<file path="src/rtl/sdram_burst_dp.sv">
// Burst data sequencer for the SDRAM data port: drives oe/datain2 for write bursts and
// returns CAS-delayed read words from sdram_in as a valid-qualified stream.
module sdram_burst_dp #(
  parameter int data_size = 32,
  parameter int max_burst = 8
) (
  input  logic                 clk0_2x,
  input  logic                 reset_n,
  input  logic                 wr_start,
  input  logic                 rd_start,
  input  logic [3:0]           burst_len,
  input  logic [1:0]           cas_lat,
  input  logic [data_size-1:0] wr_data,
  output logic                 wr_ack,
  output logic                 oe,
  output logic [data_size-1:0] datain2,
  input  logic [data_size-1:0] sdram_in,
  output logic [data_size-1:0] rd_data,
  output logic                 rd_valid,
  output logic                 busy,
  output logic                 done
);

  typedef enum logic [2:0] {IDLE, WRITE, RD_WAIT, READ, DONE} state_t;

  state_t     state, state_nxt;
  logic [3:0] cnt, cnt_nxt;
  logic [1:0] wait_cnt, wait_nxt;
  logic       wr_ack_nxt, oe_nxt, rd_valid_nxt, busy_nxt, done_nxt;
  logic       capture_wr, capture_rd;
  logic [3:0] len_eff;
  logic [1:0] lat_eff;

  assign len_eff = (burst_len == 4'd0) ? 4'(max_burst) : burst_len;
  assign lat_eff = (cas_lat == 2'd3) ? 2'd3 : 2'd2;

  // busy is registered, so it also covers the done cycle and blocks a start there.
  always_comb begin
    state_nxt    = state;
    cnt_nxt      = cnt;
    wait_nxt     = wait_cnt;
    wr_ack_nxt   = 1'b0;
    oe_nxt       = 1'b0;
    rd_valid_nxt = 1'b0;
    done_nxt     = 1'b0;
    busy_nxt     = (state != IDLE);
    capture_wr   = 1'b0;
    capture_rd   = 1'b0;
    case (state)
      IDLE: begin
        if (!busy) begin
          if (wr_start) begin
            state_nxt  = WRITE;
            cnt_nxt    = len_eff;
            wr_ack_nxt = 1'b1;
          end else if (rd_start) begin
            state_nxt = RD_WAIT;
            cnt_nxt   = len_eff;
            wait_nxt  = lat_eff;
          end
        end
      end
      WRITE: begin
        oe_nxt     = 1'b1;
        capture_wr = 1'b1;
        cnt_nxt    = cnt - 4'd1;
        if (cnt == 4'd1) begin
          state_nxt = DONE;
        end else begin
          wr_ack_nxt = 1'b1;
        end
      end
      RD_WAIT: begin
        if (wait_cnt == 2'd0) begin
          state_nxt = READ;
        end else begin
          wait_nxt = wait_cnt - 2'd1;
        end
      end
      READ: begin
        rd_valid_nxt = 1'b1;
        capture_rd   = 1'b1;
        cnt_nxt      = cnt - 4'd1;
        if (cnt == 4'd1) begin
          state_nxt = DONE;
        end
      end
      DONE: begin
        done_nxt  = 1'b1;
        state_nxt = IDLE;
      end
      default: begin
        state_nxt = IDLE;
      end
    endcase
  end

  always_ff @(posedge clk0_2x or negedge reset_n) begin
    if (!reset_n) begin
      state    <= IDLE;
      cnt      <= 4'd0;
      wait_cnt <= 2'd0;
      wr_ack   <= 1'b0;
      oe       <= 1'b0;
      rd_valid <= 1'b0;
      busy     <= 1'b0;
      done     <= 1'b0;
      datain2  <= '0;
      rd_data  <= '0;
    end else begin
      state    <= state_nxt;
      cnt      <= cnt_nxt;
      wait_cnt <= wait_nxt;
      wr_ack   <= wr_ack_nxt;
      oe       <= oe_nxt;
      rd_valid <= rd_valid_nxt;
      busy     <= busy_nxt;
      done     <= done_nxt;
      if (capture_wr) begin
        datain2 <= wr_data;
      end
      if (capture_rd) begin
        rd_data <= sdram_in;
      end
    end
  end

endmodule

</file>
<file path="config.mk">
export PLATFORM = sky130hd
export DESIGN_NAME = sdram_burst_dp
export DESIGN_NICKNAME = d
export VERILOG_FILES = /design/src/rtl/sdram_burst_dp.sv
export SDC_FILE = /design/constraint.sdc
export NUM_CORES = 1
export LEC_CHECK = 0
export ABC_AREA = 1
export BUFFER_PORTS_ARGS = -buffer_cell sky130_fd_sc_hd__buf_2
export CAP_MARGIN = 20
export CORE_MARGIN = 1.5
export CORE_UTILIZATION = 50
export CTS_CLUSTER_SIZE = 20
export DETAILED_ROUTE_END_ITERATION = 16
export GPL_TIMING_DRIVEN = 0
export PLACE_DENSITY = 0.91
export SLEW_MARGIN = 10
export SYNTH_ARGS = -nofsm -noshare
export SYNTH_HDL_FRONTEND = slang
export SYNTH_SLANG_ARGS = --single-unit
</file>
<file path="constraint.sdc">
create_clock -name clk0_2x -period 3.1 [get_ports clk0_2x]
set_input_delay 0.62 -clock clk0_2x [delete_from_list [all_inputs] [get_ports clk0_2x]]
set_output_delay 0.62 -clock clk0_2x [all_outputs]
set_load 0.03 [all_outputs]
</file>
Word-level counts from Yosys, hierarchy flattened
Index checks and enable logic that the tools add are counted.
Widths: inputs -> output; s select.
{"block": "classes", "addsub": 2, "n_eq_ne": 13, "mux": 24, "reduce_logical": 10}
{"cell": "$mux 4", "n": 4}
{"cell": "$mux 3", "n": 5}
{"cell": "$ne 2x2->1 const B", "n": 5}
{"cell": "$pmux 3 s3", "n": 1}
{"cell": "$mux 2", "n": 4}
{"cell": "$pmux 4 s2", "n": 1}
{"cell": "$mux 1", "n": 7}
{"cell": "$eq 3x2->1 const B", "n": 2}
{"cell": "$reduce_and 5->1", "n": 1}
{"cell": "$eq 4x1->1 const B", "n": 1}
{"cell": "$logic_not 4->1", "n": 1}
{"cell": "$pmux 2 s2", "n": 1}
{"cell": "$reduce_and 4->1", "n": 1}
{"cell": "$reduce_bool 2->1", "n": 2}
{"cell": "$sub 4x1->4 const B", "n": 1}
{"cell": "$eq 3x1->1 const B", "n": 1}
{"cell": "$eq 3x3->1 const B", "n": 1}
{"cell": "$logic_not 3->1", "n": 1}
{"cell": "$ne 3x3->1 const B", "n": 1}
{"cell": "$reduce_and 3->1", "n": 1}
{"cell": "$reduce_bool 3->1", "n": 1}
{"cell": "$eq 2x2->1 const B", "n": 1}
{"cell": "$logic_not 2->1", "n": 1}
{"cell": "$ne 2x1->1 const B", "n": 1}
{"cell": "3 further kinds", "n": 3}
{"block": "totals", "reg_bits": 78, "input_bits": 74}

Longest topological paths before layout
Gate-level depths: netlist of run 1.
{"block": "depth", "ltp_word": 6, "mapped_depth": 8, "mapped_depth_nobuf": 8}

Least setup slack after synthesis of run 1
OpenSTA, ideal clock, no wires.
{"block": "synth_path", "kind": "input port to flip-flop", "startpoint": "input port wr_start", "endpoint": "register cnt[3]", "setup_time_ns": 0.116, "t_arrival_ns": 1.146, "required_time_ns": 2.984, "slack_ns": 1.838, "cell_stages": 6, "cell_sequence": "o21ai_0 > nand2_1 > nand2_1 > inv_1 > nand2_1 > nand2_1"}
{"block": "synth_via", "elab_chain_len": 3, "elab_cells_between_ends": 5}
{"element": "start: declaration", "line": "9", "rtl": "input logic wr_start,"}
{"element": "$mux 4", "line": "52", "rtl": "if (wr_start) begin"}
{"element": "$mux 4", "line": "51", "rtl": "if (!busy) begin"}
{"element": "$pmux 4 s2", "line": "49", "rtl": "case (state)"}
{"element": "end signal: assignment", "line": "112", "rtl": "cnt <= cnt_nxt;"}
{"element": "end: declaration", "line": "27", "rtl": "logic [3:0] cnt, cnt_nxt;"}
Several ways; a longest one is shown, not always the timed one. The select of a mux whose other input is x is not followed.
A chain may end at the register's enable or synchronous reset.

Worst setup path after layout of run 1
{"block": "layout_path", "startpoint": "register busy", "endpoint": "output port busy"}
{"element": "start: declaration", "line": "20", "rtl": "output logic busy,"}
{"element": "start signal: assignment", "line": "117", "rtl": "busy <= busy_nxt;"}
No word-level cell between the ends.

==> results of run 1 <==
logic make-up (layout without fill, tap and decap cells):
| family | count (synthesis) | in the layout | synth area share [%] |
|---|---|---|---|
| AND/OR/NAND/NOR | 251 | 251 | 31.06 |
| AO/OA/AOI/OAI | 10 | 10 | 1.654 |
| buffers and inverters | 29 | 188 | 4.685 |
| adder cells (fa/ha/maj) | 3 | 3 | 1.181 |
| flip-flops | 78 | 78 | 61.42 |
routing by layer:
metal	up-vias	share of wire (%)	global-route usage (%)
met5	-	0	0
met2	103	51	38.13
li1	1432	-	-
met4	0	1.7	9.500
met3	13	5.1	4.505
met1	1331	42	24.87
Yosys cell counts (all sizes together):
cell      n
clkinv    1
nand3b    1
buf      11
nand4     1
o21ai     8
o31ai     1
a21oi     1
nand2   231
nor2      9
inv      15
ha        3
nor3      1
dfrtp    78
or2       1
clkbuf    2
nand3     7
worst max path at each step:
stage,startpoint,to,slack [ps],cells after the start
final,busy$_DFF_PN0_,busy,1550,1
after detailed placement,wr_start,cnt[3]$_DFFE_PN0P_,1580,7
after CTS,busy$_DFF_PN0_,busy,1530,1
after global placement,reset_n,datain2[21]$_DFFE_PN0P_,950,1
after global routing,busy$_DFF_PN0_,busy,1500,1
after floorplan,wr_start,cnt[3]$_DFFE_PN0P_,1840,6
per-stage QoR:
| stage | instance area (um^2) | hold slack (ps) | util [%] |
|---|---|---|---|
| after global placement | 3983 | 449.9 | 66.09 |
| after CTS | 4213 | 244.2 | 69.91 |
| final | 4213 | 235.0 | 69.91 |
| after detailed placement | 4005 | 454.3 | 66.47 |
| after floorplan | 3178 | 324.4 | - |
| after global routing | 4213 | 258.0 | 69.91 |
flip-flops by register name, indices dropped and copies added, names as in the netlist:
signal	count
state	3
oe	1
rd_valid	1
wait_cnt	2
wr_ack	1
busy	1
datain2	32
done	1
rd_data	32
cnt	4
final cells by class:
class,count,area share (%)
Buffer,13,2.109
Clock inverter,5,1.337
Clock buffer,11,3.594
Inverter,16,1.426
Tap cell,75,2.228
Timing Repair Buffer,143,17.40
Sequential cell,78,46.33
Multi-Input combinational cell,264,25.57
where the power goes:
group	internal, W	total, W	switching (W)
clock	0.000416	0.000775	0.000359
sequential	0.00152	0.00177	0.000256
combinational	0.000755	0.00263	0.00187
total	0.00269	0.00518	0.00249
==> run_results.csv, run 1 <==
group,metric,value,unit
cells_and_area,ratio_of_cells_with_drive_above_1_in_the_final_layout,33.58,%
logic_synthesis,post_synthesis_cell_area,3178,um^2
critical_path,critPathKind,"flop to primary output",
clock_tree,clock_buffer_count_from_cts,9,
place,detailed_place_hpwl,5618,um
cells_and_area,mostFrequentLayoutCell,"sky130_fd_sc_hd__nand2_1",
clock_tree,holdBufCountCts,0,
sta,post-route-min-period,1550,ps
grt,grt_max_degree,44,
sta,timing.slew.headroom,67.88,%
critical_path,crit_required,2480,ps
routing,detail_route.wl_per_cell,12.12,um
routing,via_to_cell_ratio,4.759,
logic_synthesis,ys_seq_area_share,61.42,%
grt,grt_antenna_before_repair,0,
sta,final_total_negative_setup_slack,0,ps
floorplanning,die-area,6843,um^2
critical_path,critPathMaxStageDelay,390,ps
cells_and_area,area_taken_by_multi_input_logic_gates,1077,um^2
logic_synthesis,yosysWarningCount,0,
status,outcome,"completed",
critical_path,path_cells,"buf_2",
grt,globalRouteOverflowTotal,0,
clock_tree,cts-resized-gates,0,
routing,finalWirelength,7331,um
place,dp_slack,1584,ps
cells_and_area,final_cells,605,
power_and_ir_drop,power_leakage,2.527,nW
cells_and_area,layout_common_cells,"sky130_fd_sc_hd__nand2_1 (230), sky130_fd_sc_hd__buf_2 (146), sky130_fd_sc_hd__dfrtp_1 (78), sky130_fd_sc_hd__inv_1 (11), sky130_fd_sc_hd__clkbuf_8 (11)",
logic_synthesis,ys_ff_latch,78,
cells_and_area,insertedDiodeCount,0,
routing,drtAntennaViolNets,0,
clock_tree,cts.path.max_buffers,2,
cells_and_area,layout.nets,602,
logic_synthesis,yosys.area.top_type,"sky130_fd_sc_hd__dfrtp_1",
cells_and_area,flow.area_growth_from_synthesis,32.56,%
logic_synthesis,post_syn_instances,371,
critical_path,worst_path_dominant_cell_family,"flip-flops",
place,place_congestion,0.8265,
clock_tree,clkTransAtPathRegs,80,ps
clock_tree,clkLatencyLatePin,330,ps
critical_path,worst-r2r-cell-count,7,
logic_synthesis,syn_avg_cell_area,8.566,um^2
clock_tree,clock_sink_count,78,
place,place.detailed.instances,589,
grt,grt_pass1_vias,2664,
floorplanning,starting_density_of_the_core,52.74,%
clock_tree,cts_root_buf,"sky130_fd_sc_hd__clkbuf_8",
sta,worst_pin_slew,481.9,ps
job,maxCapViolCount,0,
floorplanning,pin_count,143,
routing,routed-via-count,2879,
routing,drt-pass1-iter-count,5,
sta,timing_max_transition_violations_final,0,
sta,final_hold_viol_count,0,
logic_synthesis,post_synth_main_area_contributors,"sky130_fd_sc_hd__dfrtp_1 (61%), sky130_fd_sc_hd__nand2_1 (27%), sky130_fd_sc_hd__inv_1 (1.3%), sky130_fd_sc_hd__o21ai_0 (1.3%), sky130_fd_sc_hd__ha_1 (1.2%)",
clock_tree,post_cts_setup_repair_buffer_count,0,
critical_path,reg2reg_to,"datain2[14]$_DFFE_PN0P_",
critical_path,cp_data_arrival_time,930,ps
logic_synthesis,netlist-cell-type-count,22,
hold_path,hold_class,"primary input to async pin",
critical_path,critPathCaptureType,"primary output",
critical_path,worst_r2r_startpoint,"state[1]$_DFFE_PN0P_",
critical_path,critical_path_peak_fanout,4,
critical_path,critical_path_buf_inv_count,1,
critical_path,cp-start-kind,"flop",
critical_path,cp_slowest_cell,"sky130_fd_sc_hd__dfrtp_1",
cells_and_area,fillCellCount,480,
floorplanning,die_height,82.73,um
routing,count_of_unresolved_drc_violations_after_routing,0,
power_and_ir_drop,power.density_cell_area,1229,nW/um^2
floorplanning,floorplan.core_area,6026,um^2
sta,postLayoutSetupSlackWorst,1550,ps
sta,layout_worst_path_cycle_share,50.01,%
place,number_of_buffers_inserted_by_port_buffering,142,
floorplanning,num_rows,28,
logic_synthesis,yosys.area.top_type_share,61.42,%
power_and_ir_drop,total_power,0.005176,W
sta,clock.fmax,645.0,MHz
clock_tree,tritoncts,"built",
power_and_ir_drop,max-vdd-ir-drop,0.7079,mV
sta,timing.clock.skew,7.881,ps
logic_synthesis,syn_nets,448,
critical_path,rrSetupSlack,1630,ps
grt,grt_pass1_wl,11110,um
clock_tree,cts_max_level,3,
sta,finalSetupViolations,0,
grt,grt_usage,21.47,%
cells_and_area,seqCellArea,1952,um^2
sta,rsz0062_at_grt,"no",
floorplanning,horizontal_die_dimension,82.73,um
routing,drt-initial-drc-count,183,
Note: power is estimated with default switching activity, not from simulation.
==> inputs of run 2 (changes only) <==
- CORE_UTILIZATION: 50 -> 47
- PLACE_DENSITY: 0.91 -> 0.87
- clock period: 3.1 -> 1.6 ns (I/O delays scaled with it)
==> run 2 against run 1 <==
  * Clock skew decreased by 1.3 ps
  * The flow now finishes with violations (design-rule violations)
  * Via count decreased by 0.21%
  * Cell count increased by 0.33%
==> run_results.csv, run 2 (synthesis results as in run 1) <==
group,metric,value,unit
critical_path,critPathMaxStageDelay,360,ps
status,outcome,"finished, violations left",
power_and_ir_drop,comb_power_share,50.5,%
cells_and_area,mostFrequentLayoutCell,"sky130_fd_sc_hd__nand2_1",
place,number_of_buffers_inserted_by_port_buffering,142,
critical_path,crit_path_start,"state[1]$_DFFE_PN0P_",
floorplanning,horizontal_die_dimension,85.23,um
floorplanning,floorplan.core_area,6459,um^2
sta,clock.fmax,685.2,MHz
routing,drt-initial-drc-count,116,
cells_and_area,seqCellArea,1952,um^2
power_and_ir_drop,netSwitchingFraction,47.92,%
clock_tree,clkLatencyLatePin,330,ps
clock_tree,cts_max_level,3,
routing,met2_wirelength,3684,um
sta,timing_max_transition_violations_final,0,
cells_and_area,layout_common_cells,"sky130_fd_sc_hd__nand2_1 (230), sky130_fd_sc_hd__buf_2 (146), sky130_fd_sc_hd__dfrtp_1 (78), sky130_fd_sc_hd__inv_1 (11), sky130_fd_sc_hd__clkbuf_8 (9)",
place,placement.cell_area,4008,um^2
place,place_congestion,0.8386,
routing,finalWirelength,7604,um
grt,grt_max_degree,42,
sta,timing.clock.skew,6.613,ps
critical_path,worst_r2r_startpoint,"state[1]$_DFFE_PN0P_",
clock_tree,clock_sink_count,78,
floorplanning,pin_count,143,
cells_and_area,ratio_of_cells_with_drive_above_1_in_the_final_layout,33.77,%
routing,wl_met3,548,um
cells_and_area,insertedDiodeCount,0,
floorplanning,num_rows,29,
critical_path,worst_path_dominant_cell_family,"buffers and inverters",
job,maxCapViolCount,0,
cells_and_area,final_cells,607,
grt,grt_antenna_before_repair,0,
grt,grt_usage,21.85,%
sta,finalSetupViolations,0,
sta,rsz0062_at_grt,"no",
clock_tree,post_cts_setup_repair_buffer_count,0,
clock_tree,clock_buffer_count_from_cts,9,
hold_path,hold_class,"primary input to flop",
routing,via_to_cell_ratio,4.733,
critical_path,rrSetupSlack,140,ps
critical_path,critical_path_buf_inv_count,4,
power_and_ir_drop,p_switching,0.004853,W
routing,routed-via-count,2873,
status,violations,"design-rule violations",
critical_path,critPathKind,"flop to flop",
cells_and_area,fin_util,65.56,%
clock_tree,clkTransAtPathRegs,80,ps
critical_path,critPathCapture,"datain2[2]$_DFFE_PN0P_",
critical_path,cp_data_arrival_time,1740,ps
cells_and_area,area_taken_by_multi_input_logic_gates,1080,um^2
sta,hold_slack,169.6,ps
power_and_ir_drop,power_leakage,2.529,nW
sta,final_hold_viol_count,0,
cells_and_area,layout.nets,603,
place,place.detailed.instances,591,
power_and_ir_drop,cellInternalPower,0.005274,W
cells_and_area,top_regs,"datain2: 32 flops, rd_data: 32 flops, cnt: 4 flops",
grt,grt_pass1_wl,12550,um
grt,globalRouteOverflowTotal,0,
floorplanning,die_height,85.23,um
cells_and_area,flow.area_growth_from_synthesis,33.23,%
cells_and_area,fillCellCount,516,
critical_path,worst-r2r-cell-count,7,
grt,grt_pass1_vias,2741,
sta,worst_pin_slew,509.2,ps
cells_and_area,fin_area,4234,um^2
critical_path,cp_slowest_cell,"sky130_fd_sc_hd__dfrtp_1",
critical_path,reg2reg_to,"datain2[2]$_DFFE_PN0P_",
routing,detail_route.wl_per_cell,12.53,um
sta,post-route-min-period,1459,ps
power_and_ir_drop,max-vdd-ir-drop,1.324,mV
routing,drtAntennaViolNets,0,
routing,count_of_unresolved_drc_violations_after_routing,13,
clock_tree,cts_root_buf,"sky130_fd_sc_hd__clkbuf_8",
routing,drt-met1-wl,3312,um
clock_tree,tritoncts,"built",
sta,timing.slew.headroom,66.05,%
sta,layout_worst_path_cycle_share,91.22,%
critical_path,path_cells,"buf_2 > inv_2 > nand2_2 > clkinvlp_4 > buf_2 > nand2_1 > nand2_1",
power_and_ir_drop,seq_power_share,34.1,%
critical_path,critical_path_depth,7,
critical_path,critical_path_peak_fanout,10,
power_and_ir_drop,power.density_cell_area,2392,nW/um^2
routing,drt-pass1-iter-count,10,
floorplanning,die-area,7264,um^2
power_and_ir_drop,clockPowerShare,15.4,%
critical_path,crit_required,1880,ps
place,detailed_place_hpwl,5680,um
critical_path,cp-start-kind,"flop",
critical_path,critPathCaptureType,"flop",
clock_tree,cts.path.max_buffers,2,
floorplanning,starting_density_of_the_core,49.21,%
routing,top_signal_layer_used,"met4",
[run 2: per-stage QoR]
stage	power, W	worst slack [ps]	setup TNS, ps
after floorplan	0.007009	363.3	0
after global placement	0.008379	-279.2	-21530
after detailed placement	0.008597	120.5	0
after CTS	0.01020	109.1	0
after global routing	0.01088	30.52	0
final	0.01013	140.5	0
[run 2: how the worst min path moves through the flow]
stage                     slack [ps]                 endpoint  depth (start not counted)                     from
after floorplan                   20           busy$_DFF_PN0_                          0                  reset_n
after CTS                        150  datain2[24]$_DFFE_PN0P_                          3              wr_data[24]
after global routing             150  datain2[27]$_DFFE_PN0P_                          3              wr_data[27]
final                            170   datain2[8]$_DFFE_PN0P_                          3               wr_data[8]
after global placement           450  rd_data[26]$_DFFE_PN0P_                          2  rd_data[26]$_DFFE_PN0P_
after detailed placement         330  rd_data[24]$_DFFE_PN0P_                          1                  reset_n
[run 2: layout make-up]
type | instances | area share [%]
clock inverter | 6 | 2.039
clock buffer | 9 | 2.926
tap | 77 | 2.275
multi-input combinational | 264 | 25.50
sequential | 78 | 46.10
timing repair buffer | 144 | 17.55
inverter | 16 | 1.507
buffer | 13 | 2.098
[run 2: tightest hold or removal path: cells and delay by family]
family / cells / cell delay (ps)
buf+inv: 1 / 70
simple gates: 2 / 80
[run 2: timing repair]
action                     4_1_cts  5_1_grt
hold endpoints to repair        40        0
hold buffers                     1        0
gates resized for setup          0        2
setup endpoints to repair        0        7
[run 2: power groups by stage]
stage | combinational, W | sequential, W | clock [W]
floorplan | 0.00189 | 0.00512 | 0
global placement | 0.00496 | 0.00342 | 0
detailed placement | 0.00513 | 0.00347 | 0
CTS | 0.00514 | 0.00344 | 0.00162
global route | 0.00562 | 0.00355 | 0.00170
finish | 0.00511 | 0.00345 | 0.00156
[run 2: routing by layer]
metal  track usage (%)  up-vias
met3             6.323        6
li1                  -     1429
met5                 0        -
met2             36.51      123
met1             27.77     1315
met4             6.408        0
==> inputs of run 3 (changes only) <==
- ABC_AREA: 1 -> default
- CORE_UTILIZATION: 47 -> 49
- CTS_BUF_LIST: default -> sky130_fd_sc_hd__clkbuf_4 sky130_fd_sc_hd__clkbuf_8
- PLACE_DENSITY: 0.87 -> 0.9
==> run 3 against run 2 <==
  * The run now ends clean
  * Clock skew about the same
  * Hold slack worse by 13 ps
  * Flip-flop and latch count did not move
  * Highest routed layer unchanged
  * Total power decreased by 1.2%
  * Count of clock-buffer cells in the layout is 2 higher
==> run_results.csv, run 3 <==
group,metric,value,unit
status,outcome,"completed",
routing,detail_route.wl_per_cell,13.52,um
routing,via_to_cell_ratio,4.841,
cells_and_area,seqCellArea,1952,um^2
sta,clock.fmax,640.3,MHz
sta,timing_max_transition_violations_final,0,
floorplanning,floorplan.core_area,6350,um^2
logic_synthesis,yosys.area.top_type,"sky130_fd_sc_hd__dfrtp_1",
sta,final_hold_viol_count,0,
floorplanning,starting_density_of_the_core,50.46,%
sta,worst_pin_slew,491.4,ps
grt,grt_pass1_vias,2635,
power_and_ir_drop,max-vdd-ir-drop,1.543,mV
logic_synthesis,yosys.area.top_type_share,60.91,%
cells_and_area,insertedDiodeCount,0,
power_and_ir_drop,clockPowerShare,13.1,%
logic_synthesis,post_synth_main_area_contributors,"sky130_fd_sc_hd__dfrtp_1 (61%), sky130_fd_sc_hd__nand2_1 (12%), sky130_fd_sc_hd__mux2_1 (7.7%), sky130_fd_sc_hd__mux2_2 (3.9%), sky130_fd_sc_hd__mux2i_1 (1.2%)",
clock_tree,clock_buffer_count_from_cts,9,
logic_synthesis,xor_xnor_portion_of_the_synthesized_cell_area,0,%
logic_synthesis,synth_top_family_by_area,"simple AND/OR/NAND/NOR gates",
logic_synthesis,synth_adder_area_share,1.171,%
grt,grt_max_degree,44,
floorplanning,num_rows,29,
routing,drtAntennaViolNets,0,
cells_and_area,layout_common_cells,"sky130_fd_sc_hd__buf_2 (147), sky130_fd_sc_hd__nand2_1 (101), sky130_fd_sc_hd__dfrtp_1 (78), sky130_fd_sc_hd__mux2_1 (22), sky130_fd_sc_hd__mux2_2 (11)",
place,place_congestion,0.7947,
critical_path,cp_data_arrival_time,1790,ps
critical_path,cp-start-kind,"flop",
sta,layout_worst_path_cycle_share,97.61,%
logic_synthesis,ys_seq_area_share,60.91,%
grt,grt_usage,21.34,%
sta,hold_slack,156.2,ps
sta,post-route-min-period,1562,ps
cells_and_area,top_regs,"datain2: 32 flops, rd_data: 32 flops, cnt: 4 flops",
routing,drt-initial-drc-count,67,
sta,finalSetupViolations,0,
logic_synthesis,post_synthesis_cell_area,3204,um^2
floorplanning,horizontal_die_dimension,83.87,um
floorplanning,pin_count,143,
hold_path,hold_class,"primary input to flop",
power_and_ir_drop,seq_power_share,34.7,%
critical_path,critPathCaptureType,"flop",
power_and_ir_drop,power.density_cell_area,2371,nW/um^2
sta,final_total_negative_setup_slack,0,ps
grt,grt_pass1_wl,11840,um
floorplanning,die_height,83.87,um
cells_and_area,fin_util,66.44,%
routing,finalWirelength,7046,um
clock_tree,cts_max_level,3,
logic_synthesis,netlist-cell-type-count,36,
logic_synthesis,ys_ff_latch,78,
grt,grt_antenna_before_repair,0,
cells_and_area,area_taken_by_multi_input_logic_gates,1136,um^2
logic_synthesis,synth_mux_area_share,12.85,%
cells_and_area,mostFrequentLayoutCell,"sky130_fd_sc_hd__buf_2",
routing,drt-pass1-iter-count,4,
critical_path,critPathKind,"flop to flop",
critical_path,cp_slowest_cell,"sky130_fd_sc_hd__dfrtp_1",
logic_synthesis,post_syn_instances,284,
job,maxCapViolCount,0,
clock_tree,clock_sink_count,78,
logic_synthesis,ys_top_cells_by_count,"sky130_fd_sc_hd__nand2_1 (101), sky130_fd_sc_hd__dfrtp_1 (78), sky130_fd_sc_hd__mux2_1 (22)",
logic_synthesis,syn_nets,361,
power_and_ir_drop,p_switching,0.004686,W
cells_and_area,fillCellCount,503,
routing,routed-via-count,2522,
clock_tree,tritoncts,"built",
power_and_ir_drop,total_power,0.01001,W
routing,count_of_unresolved_drc_violations_after_routing,0,
critical_path,critPathMaxStageDelay,360,ps
cells_and_area,final_cells,521,
logic_synthesis,synth_enable_flop_cells,0,
place,number_of_buffers_inserted_by_port_buffering,142,
sta,timing.slew.headroom,67.24,%
cells_and_area,layout.nets,516,
sta,rsz0062_at_grt,"yes",
grt,globalRouteOverflowTotal,0,
power_and_ir_drop,power_leakage,2.241,nW
critical_path,path_cells,"buf_2 > nand2b_4 > nor2_4 > buf_4 > mux2_2",
logic_synthesis,asyncSetResetFlopFracSynth,100.0,%
place,place.detailed.instances,504,
logic_synthesis,synth_compound_gate_area_share,3.670,%
power_and_ir_drop,comb_power_share,52.2,%
clock_tree,cts_root_buf,"sky130_fd_sc_hd__clkbuf_8",
power_and_ir_drop,cellInternalPower,0.005319,W
logic_synthesis,syn_avg_cell_area,11.28,um^2
cells_and_area,ratio_of_cells_with_drive_above_1_in_the_final_layout,42.57,%
sta,timing.clock.skew,6.537,ps
cells_and_area,flow.area_growth_from_synthesis,31.67,%
logic_synthesis,post_synth_and_or_nand_nor_area_fraction,17.77,%
clock_tree,clkLatencyLatePin,350,ps
critical_path,critical_path_peak_fanout,10,
critical_path,crit_required,1820,ps
power_and_ir_drop,netSwitchingFraction,46.84,%
logic_synthesis,synth_top_flop_cell,"sky130_fd_sc_hd__dfrtp_1",
clock_tree,clkTransAtPathRegs,80,ps
clock_tree,cts.path.max_buffers,2,
logic_synthesis,yosysWarningCount,0,
logic_synthesis,post-synth-top-count-cell,"sky130_fd_sc_hd__nand2_1",
place,detailed_place_hpwl,5267,um
floorplanning,die-area,7033,um^2
[run 3: cell types whose count changed in the layout (fill, tap and decap cells not counted), moves of 3 or more]
cell,change
sky130_fd_sc_hd__nand3_1,-7
sky130_fd_sc_hd__nand2_1,-129
sky130_fd_sc_hd__a21oi_1,+4
sky130_fd_sc_hd__o21ai_0,-4
sky130_fd_sc_hd__mux2_2,+11
sky130_fd_sc_hd__mux2_1,+22
sky130_fd_sc_hd__nand2b_1,+4
sky130_fd_sc_hd__inv_2,-3
sky130_fd_sc_hd__mux2i_1,+4
sky130_fd_sc_hd__nor3b_1,+4
sky130_fd_sc_hd__inv_1,-7
[run 3: timing repair]
action | in CTS | in global routing
setup buffers | 0 | 0
hold buffers | 1 | 0
setup endpoints to repair | 0 | 22
resized for setup | 0 | 0
hold endpoints to repair | 35 | 0
[run 3: worst paths after layout]
kind	slack [ps]	to	startpoint	depth (start not counted)
max	40	datain2[14]$_DFFE_PN0P_	state[2]$_DFFE_PN0P_	5
min	160	rd_data[24]$_DFFE_PN0P_	sdram_in[24]	3
max reg2reg	40	datain2[14]$_DFFE_PN0P_	state[2]$_DFFE_PN0P_	5
min reg2reg	470	rd_data[10]$_DFFE_PN0P_	rd_data[10]$_DFFE_PN0P_	2
max in group asynchronous	510	datain2[15]$_DFFE_PN0P_	reset_n	3
min in group asynchronous	500	rd_data[25]$_DFFE_PN0P_	reset_n	2
[run 3: per-stage QoR]
step	area (um^2)	worst slack [ps]
CTS	4219	10.32
finish	4219	38.22
detailed placement	4034	25.15
floorplan	3204	189.9
global route	4219	-32.70
global placement	4011	-264.1
[run 3: layer usage]
metal | wire (um) | global-route usage (%) | vias up
li1 | - | - | 1242
met1 | 3112 | 25.68 | 1178
met2 | 3423 | 36.73 | 90
met3 | 387 | 5.737 | 12
met4 | 123 | 8.048 | 0
met5 | 0 | 0 | -
[run 3: critical path: cells and delay by family, from the launching register on]
| family | cells | cell delay (ps) |
|---|---|---|
| buffers and inverters | 2 | 390 |
| DFF | 1 | 360 |
| muxes | 1 | 350 |
| and+or+nand+nor | 2 | 350 |
[run 3: area by class of cell]
cell class / instances / share of cell area, %
Tap cell: 77 / 2.284
Sequential cell: 78 / 46.26
Multi-Input combinational cell: 187 / 26.93
Clock inverter: 5 / 0.8600
Clock buffer: 11 / 3.292
Buffer: 14 / 2.313
Timing Repair Buffer: 144 / 17.62
Inverter: 5 / 0.4448
[run 3: power by group through the flow]
| stage | Combinational [W] | Clock [W] | Sequential (W) |
|---|---|---|---|
| floorplan | 0.00200 | 0 | 0.00521 |
| global placement | 0.00510 | 0 | 0.00344 |
| detailed placement | 0.00527 | 0 | 0.00351 |
| CTS | 0.00529 | 0.00133 | 0.00347 |
| global route | 0.00565 | 0.00141 | 0.00361 |
| finish | 0.00523 | 0.00131 | 0.00347 |
[run 3: kinds of logic (layout without fill, tap and decap cells)]
| logic type | count (synthesis) | after routing |
|---|---|---|
| AOI/OAI and AO/OA | 18 | 18 |
| adders and majority gates | 3 | 3 |
| buffers and inverters | 19 | 179 |
| DFF | 78 | 78 |
| muxes | 37 | 37 |
| and+or+nand+nor | 129 | 129 |
